===== src/rtl/shift_div_pkg.sv =====
// Shared definitions for the serial restoring divider.
// Holds widths, state encodings and the FSM state type.
package shift_div_pkg;

    localparam int DIVIDEND_WIDTH = 16;
    localparam int CNT_WIDTH      = 5;

    localparam logic [1:0] ST_IDLE = 2'd0;
    localparam logic [1:0] ST_RUN  = 2'd1;
    localparam logic [1:0] ST_DONE = 2'd2;

    // Counter value on the edge that retires the final quotient bit.
    localparam logic [CNT_WIDTH-1:0] LAST_CNT =
        CNT_WIDTH'(DIVIDEND_WIDTH - 1);

    typedef enum logic [1:0] {
        S_IDLE = ST_IDLE,
        S_RUN  = ST_RUN,
        S_DONE = ST_DONE
    } state_t;

endpackage


===== src/rtl/div_step.sv =====
// One restoring-division iteration (purely combinational).
// Ports: pr/next_bit/divisor in; new_pr and q_bit out.
module div_step #(
    parameter int D_WIDTH = 8
) (
    input  logic [D_WIDTH:0]   pr,
    input  logic               next_bit,
    input  logic [D_WIDTH-1:0] divisor,
    output logic [D_WIDTH:0]   new_pr,
    output logic               q_bit
);

    logic [D_WIDTH:0]   pr_shift;
    logic [D_WIDTH+1:0] trial;
    logic               pr_msb_unused;

    // The partial remainder msb is shifted out on every step.
    assign pr_msb_unused = pr[D_WIDTH];

    assign pr_shift = {pr[D_WIDTH-1:0], next_bit};

    // One extra bit keeps the sign of the trial subtraction.
    assign trial = {1'b0, pr_shift} - {2'b00, divisor};

    assign q_bit  = ~trial[D_WIDTH+1];
    assign new_pr = q_bit ? trial[D_WIDTH:0] : pr_shift;

endmodule


===== src/rtl/shift_div16.sv =====
// Serial restoring divider: 16-bit dividend, one quotient bit per clock.
// Ports: clk, rst (sync, active high), start, dividend, divisor in;
// busy, done (1-cycle pulse), quotient, remainder, div_by_zero out.
module shift_div16
    import shift_div_pkg::*;
#(
    parameter int D_WIDTH = 8
) (
    input  logic                      clk,
    input  logic                      rst,
    input  logic                      start,
    input  logic [DIVIDEND_WIDTH-1:0] dividend,
    input  logic [D_WIDTH-1:0]        divisor,
    output logic                      busy,
    output logic                      done,
    output logic [DIVIDEND_WIDTH-1:0] quotient,
    output logic [D_WIDTH-1:0]        remainder,
    output logic                      div_by_zero
);

    state_t state;
    state_t next_state;

    logic [CNT_WIDTH-1:0]      cnt;
    logic [DIVIDEND_WIDTH-1:0] dsr;
    logic [D_WIDTH-1:0]        dvs;
    logic [D_WIDTH:0]          pr;

    logic [D_WIDTH:0] new_pr;
    logic             q_bit;
    logic             last;
    logic             accept;

    div_step #(
        .D_WIDTH (D_WIDTH)
    ) u_step (
        .pr       (pr),
        .next_bit (dsr[DIVIDEND_WIDTH-1]),
        .divisor  (dvs),
        .new_pr   (new_pr),
        .q_bit    (q_bit)
    );

    assign last   = (cnt == LAST_CNT);
    assign accept = (state == S_IDLE) && start;

    always_ff @(posedge clk) begin
        if (rst) begin
            state <= S_IDLE;
        end else begin
            state <= next_state;
        end
    end

    always_comb begin
        next_state = state;
        busy       = 1'b0;
        done       = 1'b0;
        unique case (state)
            S_IDLE: begin
                if (start) begin
                    next_state = S_RUN;
                end
            end
            S_RUN: begin
                busy = 1'b1;
                if (last) begin
                    next_state = S_DONE;
                end
            end
            S_DONE: begin
                done       = 1'b1;
                next_state = S_IDLE;
            end
            default: begin
                next_state = S_IDLE;
            end
        endcase
    end

    // Quotient bits enter the dividend register from the bottom as
    // dividend bits leave from the top, so one register serves both.
    always_ff @(posedge clk) begin
        if (rst) begin
            cnt         <= '0;
            dsr         <= '0;
            dvs         <= '0;
            pr          <= '0;
            quotient    <= '0;
            remainder   <= '0;
            div_by_zero <= 1'b0;
        end else if (accept) begin
            dsr <= dividend;
            dvs <= divisor;
            pr  <= '0;
            cnt <= '0;
        end else if (state == S_RUN) begin
            pr  <= new_pr;
            dsr <= {dsr[DIVIDEND_WIDTH-2:0], q_bit};
            cnt <= cnt + 1'b1;
            if (last) begin
                // A zero divisor still runs the full iteration so the
                // latency is fixed; its raw result is replaced here.
                if (dvs == '0) begin
                    quotient    <= '1;
                    remainder   <= '0;
                    div_by_zero <= 1'b1;
                end else begin
                    quotient    <= {dsr[DIVIDEND_WIDTH-2:0], q_bit};
                    remainder   <= new_pr[D_WIDTH-1:0];
                    div_by_zero <= 1'b0;
                end
            end
        end
    end

endmodule


===== config.mk =====
export PLATFORM = sky130hd
export DESIGN_NAME = shift_div16
export DESIGN_NICKNAME = d
export VERILOG_FILES = /design/src/rtl/shift_div_pkg.sv /design/src/rtl/div_step.sv /design/src/rtl/shift_div16.sv
export SDC_FILE = /design/constraint.sdc
export NUM_CORES = 1
export LEC_CHECK = 0
export BUFFER_PORTS_ARGS = -buffer_cell sky130_fd_sc_hd__buf_2
export CORE_MARGIN = 1.5
export CORE_UTILIZATION = 59
export DETAILED_ROUTE_END_ITERATION = 12
export GPL_TIMING_DRIVEN = 0
export HOLD_SLACK_MARGIN = 0.05
export PLACE_DENSITY = 0.95
export SLEW_MARGIN = 20
export SYNTH_ARGS = -nofsm -noshare
export SYNTH_HDL_FRONTEND = slang
export SYNTH_SLANG_ARGS = --single-unit

===== constraint.sdc =====
create_clock -name clk -period 4.5 [get_ports clk]
set_input_delay 0.9 -clock clk [delete_from_list [all_inputs] [get_ports clk]]
set_output_delay 0.9 -clock clk [all_outputs]
set_load 0.05 [all_outputs]

; ---- Yosys cells after proc, flatten, opt, wreduce, memory -nomap -nowiden
; Cells that the tools add are included.
[word_totals]
out_inout_bits = 27
register_bits = 64
inputBits = 27
[classes]
n_mux = 11
n_addsub = 2
n_eq_ne = 5
n_reduce_logical = 7
bitwise_logic = 2
[op_table]
columns = cell, count
row1 = 2-to-1 mux 16 bit, 3
row2 = 2-to-1 mux 8 bit, 2
row3 = subtractor 9 x 8 -> 10 bit, 1
row4 = logical NOT 8 bit, 1
row5 = adder 5 x 1 -> 5 bit (second input constant), 1
row6 = equality test 5 x 4 -> 1 bit (second input constant), 1
row7 = 2-to-1 mux 2 bit, 2
row8 = inequality test 2 bit (second input constant), 2
row9 = one-hot mux 2 bit (2 select lines), 1
row10 = 2-to-1 mux 1 bit, 3
row11 = AND reduction 3 bit, 1
row12 = equality test 2 x 1 -> 1 bit (second input constant), 1
row13 = equality test 2 bit (second input constant), 1
row14 = logical NOT 2 bit, 1
row15 = NOT 1 bit, 2
row16 = AND reduction 2 bit, 1
row17 = nonzero test 2 bit, 1
row18 = OR reduction 2 bit, 1
row19 = logical AND 1 bit, 1

; ---- Depth between registers and ports, before layout
[logic_depth]
depth_word = 4
depth_mapped = 10

; ---- Cells and area by module
; Synthesis repeated with hierarchy kept, for this count alone.
[unflattened]
cells_unflattened = 368
hier_area_um2 = 3224.3
[by_module_without_submodules]
columns = mod, cells_each, area_per_inst_um2, seq_area_each_um2, instances
row1 = shift_div16, 301, 2717.6, 1301.2, 1
row2 = div_step, 67, 506.7, 0.0, 1

; ---- Least setup slack after synthesis
; OpenSTA, ideal clock, no wires.
[synth_path]
path_kind = register to output
start = register state[1]
end = output busy
path_stages_with_launch = 5
setup_slack_ns = 2.256
t_arrival_ns = 1.344
required_ns = 3.600
n_path_buf = 2
cell_sequence = dfxtp_1 nand2b_1 buf_2 clkinv_1 clkbuf_1
[synth_via]
elab_chain_len = 2
[synth_rtl]
columns = item, line
row1 = "start, declared", shift_div16.sv:21  ; state_t state;
row2 = "start signal, assigned", shift_div16.sv:51  ; state <= next_state;
row3 = equality test 2 x 1 -> 1 bit, shift_div16.sv:59  ; unique case (state)
row4 = 2-to-1 mux 1 bit, shift_div16.sv:59
row5 = "end, declared", shift_div16.sv:14  ; output logic busy,
; Every way passes these cells.

; ---- Worst setup path in the final report
; Same ends and word-level chain as after synthesis.

==> reports/qor.yml <==
floorplan:
  core_area_mm2: 0.00469
  io_pins: 54
  core.rowCount: 25
  dieArea_mm2: 0.00524
  initial_core_util: 0.606
  die_w_um: 72.4
  die_y_um: 72.4
cells_and_area:
  final_cells: 436
  nNetsFinal: 415
  final_common_cell: "dfxtp_1"
  regArea_mm2: 0.00128
  antenna_cells: 0
  layout-drive-gt1-share: 0.257
  multi_input_area_mm2: 0.00141
  area_growth_pct: 20.1
  fillCellCount: 324
  final_cell_mix: "dfxtp_1 (64), buf_2 (55), nand2_1 (46)"
synth:
  synth_area_mm2: 0.00284
  yosys.area_share.simple: 0.161
  async_flop_share: 0
  synth_top_area_cell: "dfxtp_1"
  synth_top_family_by_area: "compound AO/OA/AOI/OAI gates"
  synth_adder_area_share: 0.0511
  synth_fp_nets: 352
  synth_xor_area_frac: 0.0216
  synth_top_area_share: 0.451
  synth-seq-cells: 64
  syn_inst: 314
  synth.distinct_cells: 48
  syn_area_per_cell_um2: 9.05
  synth_area_leaders: "dfxtp_1 (45%), o221a_2 (6.7%), nand2_1 (6.1%)"
  synth_edf_count: 0
  yosysSeqAreaShare: 0.451
  yosys_warnings: 0
  muxShareOfSynthArea: 0.0176
  synth_compound_area_frac: 0.247
  synth_ff_type: "dfxtp_1"
drt:
  drtAntennaViolNets: 0
  drtIter0Drc: 173
  vias_per_cell: 6.11
  drt-total-wl_um: 7150
  vias: 2665
  drt-pass1-iter-count: 4
  drc: 0
  wl_per_cell_um: 16.4
timing:
  max_slew_margin: 0.586
  worst_pin_slew_ns: 0.618
  fmax_mhz: 357
  final.min_clock_period_ns: 2.80
  skew_ns: 0.00902
  setup_slack_ns: 1.70
  slew_violations: 0
  finalCritPeriodShare: 0.623
  tns_ns: 0
  final_hold_viol_count: 0
  rsz0062_at_grt: "false"
  setup_viol: 0
hold_path:
  min_path_cells: 2
  worstHoldEndpoint: "remainder[4]"
  min_path_type: "flop to flop"
  min-delay-start: "remainder[4]"
critical_path:
  crit_path_frequent_cell: "buf_2"
  reg2reg_depth: 8
  crit_chain: "nand2b_1 > buf_2 > clkinv_1 > clkbuf_1 > buf_2"
  r2r_end: "div_by_zero"
  start_kind: "flop"
  cpMaxStageDelayCell: "clkbuf_1"
  max_stage_delay_ns: 0.37
  crit_path_end_kind: "output port"
  r2r_slack_ns: 2.15
  cp.required_ns: 3.60
  path_class: "flop to output port"
  crit_family: "buffers and inverters"
  worst_r2r_startpoint: "cnt[0]"
  arrival_ns: 1.90
  crit_fanout: 10
  worst-path-buf-inv: 4
clock_network:
  cts_tree: "done"
  root_buffer: "clkbuf_8"
  clk_latency_ns: 0.35
  clk_pin_slew_ns: 0.07
  cts_buffers: 9
  cts.htree.levels: 3
  clkSinkCount: 64
  cts-resized-gates: 0
  ctsHoldBuffers: 0
  cts.path.max_buffers: 2
  cts_setup_buffers: 0
placed_design:
  port-buffer-count: 52
  dp_hpwl_um: 4850
  gp_congestion: 0.907
  place_inst: 420
  place_ws_ns: 2.12
power_and_ir_drop:
  ir_worst_vdd_uv: 218
  powerDensity_mw_per_mm2: 431
  p_leak_nw: 1.48
grt:
  grt_antenna_before_repair: 0
  grt_usage: 0.291
  grt_first_pass_wirelength_um: 11700
  grt-ovfl-total: 0
  grt_max_degree: 13
  grt_pass1_vias: 2569
flow_run:
  cap_viol_max_count: 0
status:
  run_status: "completed"
how the worst max path moves through the flow:
stage                     depth (start not counted)     to      from
after floorplan                                   4   busy  state[1]
after global placement                            5   busy  state[1]
after detailed placement                          6  pr[5]     start
after CTS                                         5   busy  state[1]
after global routing                              5   busy  state[0]
final                                             5   busy  state[1]
worst reg2reg max path: cells and delay by family (launching register included):
family                   cells  cell delay [ns]
AO/OA/AOI/OAI                1             0.18
flip-flops                   1             0.38
adder cells (fa/ha/maj)      2             0.36
buffers and inverters        2             0.86
AND/OR/NAND/NOR              3             0.50
sequential cells by signal (all words and copies together), names as in the netlist:
name / flops
dvs: 8
cnt: 5
pr: 8
remainder: 8
div_by_zero: 1
state: 2
dsr: 16
quotient: 16
layer usage:
| layer | vias up | global-route usage | routed length (um) |
|---|---|---|---|
| met5 | - | 0 | 0 |
| met4 | 0 | 0.122 | 119 |
| met3 | 13 | 0.0639 | 502 |
| met2 | 127 | 0.475 | 3430 |
| met1 | 1263 | 0.373 | 3100 |
| li1 | 1262 | - | - |
where the power goes:
| group | total [W] | switching (W) | internal, W |
|---|---|---|---|
| sequential | 0.000608 | 0.0000200 | 0.000588 |
| clock | 0.000606 | 0.000237 | 0.000368 |
| combinational | 0.000256 | 0.000146 | 0.000110 |
| total | 0.00147 | 0.000404 | 0.00107 |
Yosys cell counts, types with 2 or more instances:
library cell and count:
and2_1 4, xnor2_1 2, nor2b_1 2, nand4_1 3, clkbuf_1 12, buf_6 2
a21oi_1 30, o21ai_1 3, buf_2 3, inv_1 14, o221a_2 17, ha_1 10
nand2_1 46, o21ai_0 11, a211oi_1 6, dfxtp_1 64, o31ai_1 2, nand3_1 5
a32oi_1 2, xor2_1 5, mux2i_1 5, or4_1 2, a22oi_1 16, and3_1 2
nor3b_1 2, nor2_1 20, nand2b_1 3
metrics by stage:
stage	util	area, um2	hold slack (ns)	power, W
finish	0.727	3410	0.457	0.00147
global route	0.727	3410	0.481	0.00152
CTS	0.727	3410	0.460	0.00147
detailed placement	0.675	3170	0.442	0.000869
global placement	0.675	3170	0.434	0.000860
floorplan	-	2840	0.436	0.000810
logic make-up after synthesis:
logic type               after synthesis
AO/OA/AOI/OAI                         97
XOR/XNOR                               7
adder cells (fa/ha/maj)               11
buffers and inverters                 33
flip-flops                            64
multiplexers                           5
AND/OR/NAND/NOR                       97
cell type report:
type | instances | area share
Multi-Input combinational cell | 217 | 0.414
Timing Repair Buffer | 52 | 0.0763
Inverter | 15 | 0.0165
Tap cell | 54 | 0.0198
Clock buffer | 9 | 0.0363
Clock inverter | 7 | 0.0348
Sequential cell | 64 | 0.376
Buffer | 18 | 0.0264
No activity file was read; power rests on OpenSTA's default activity.
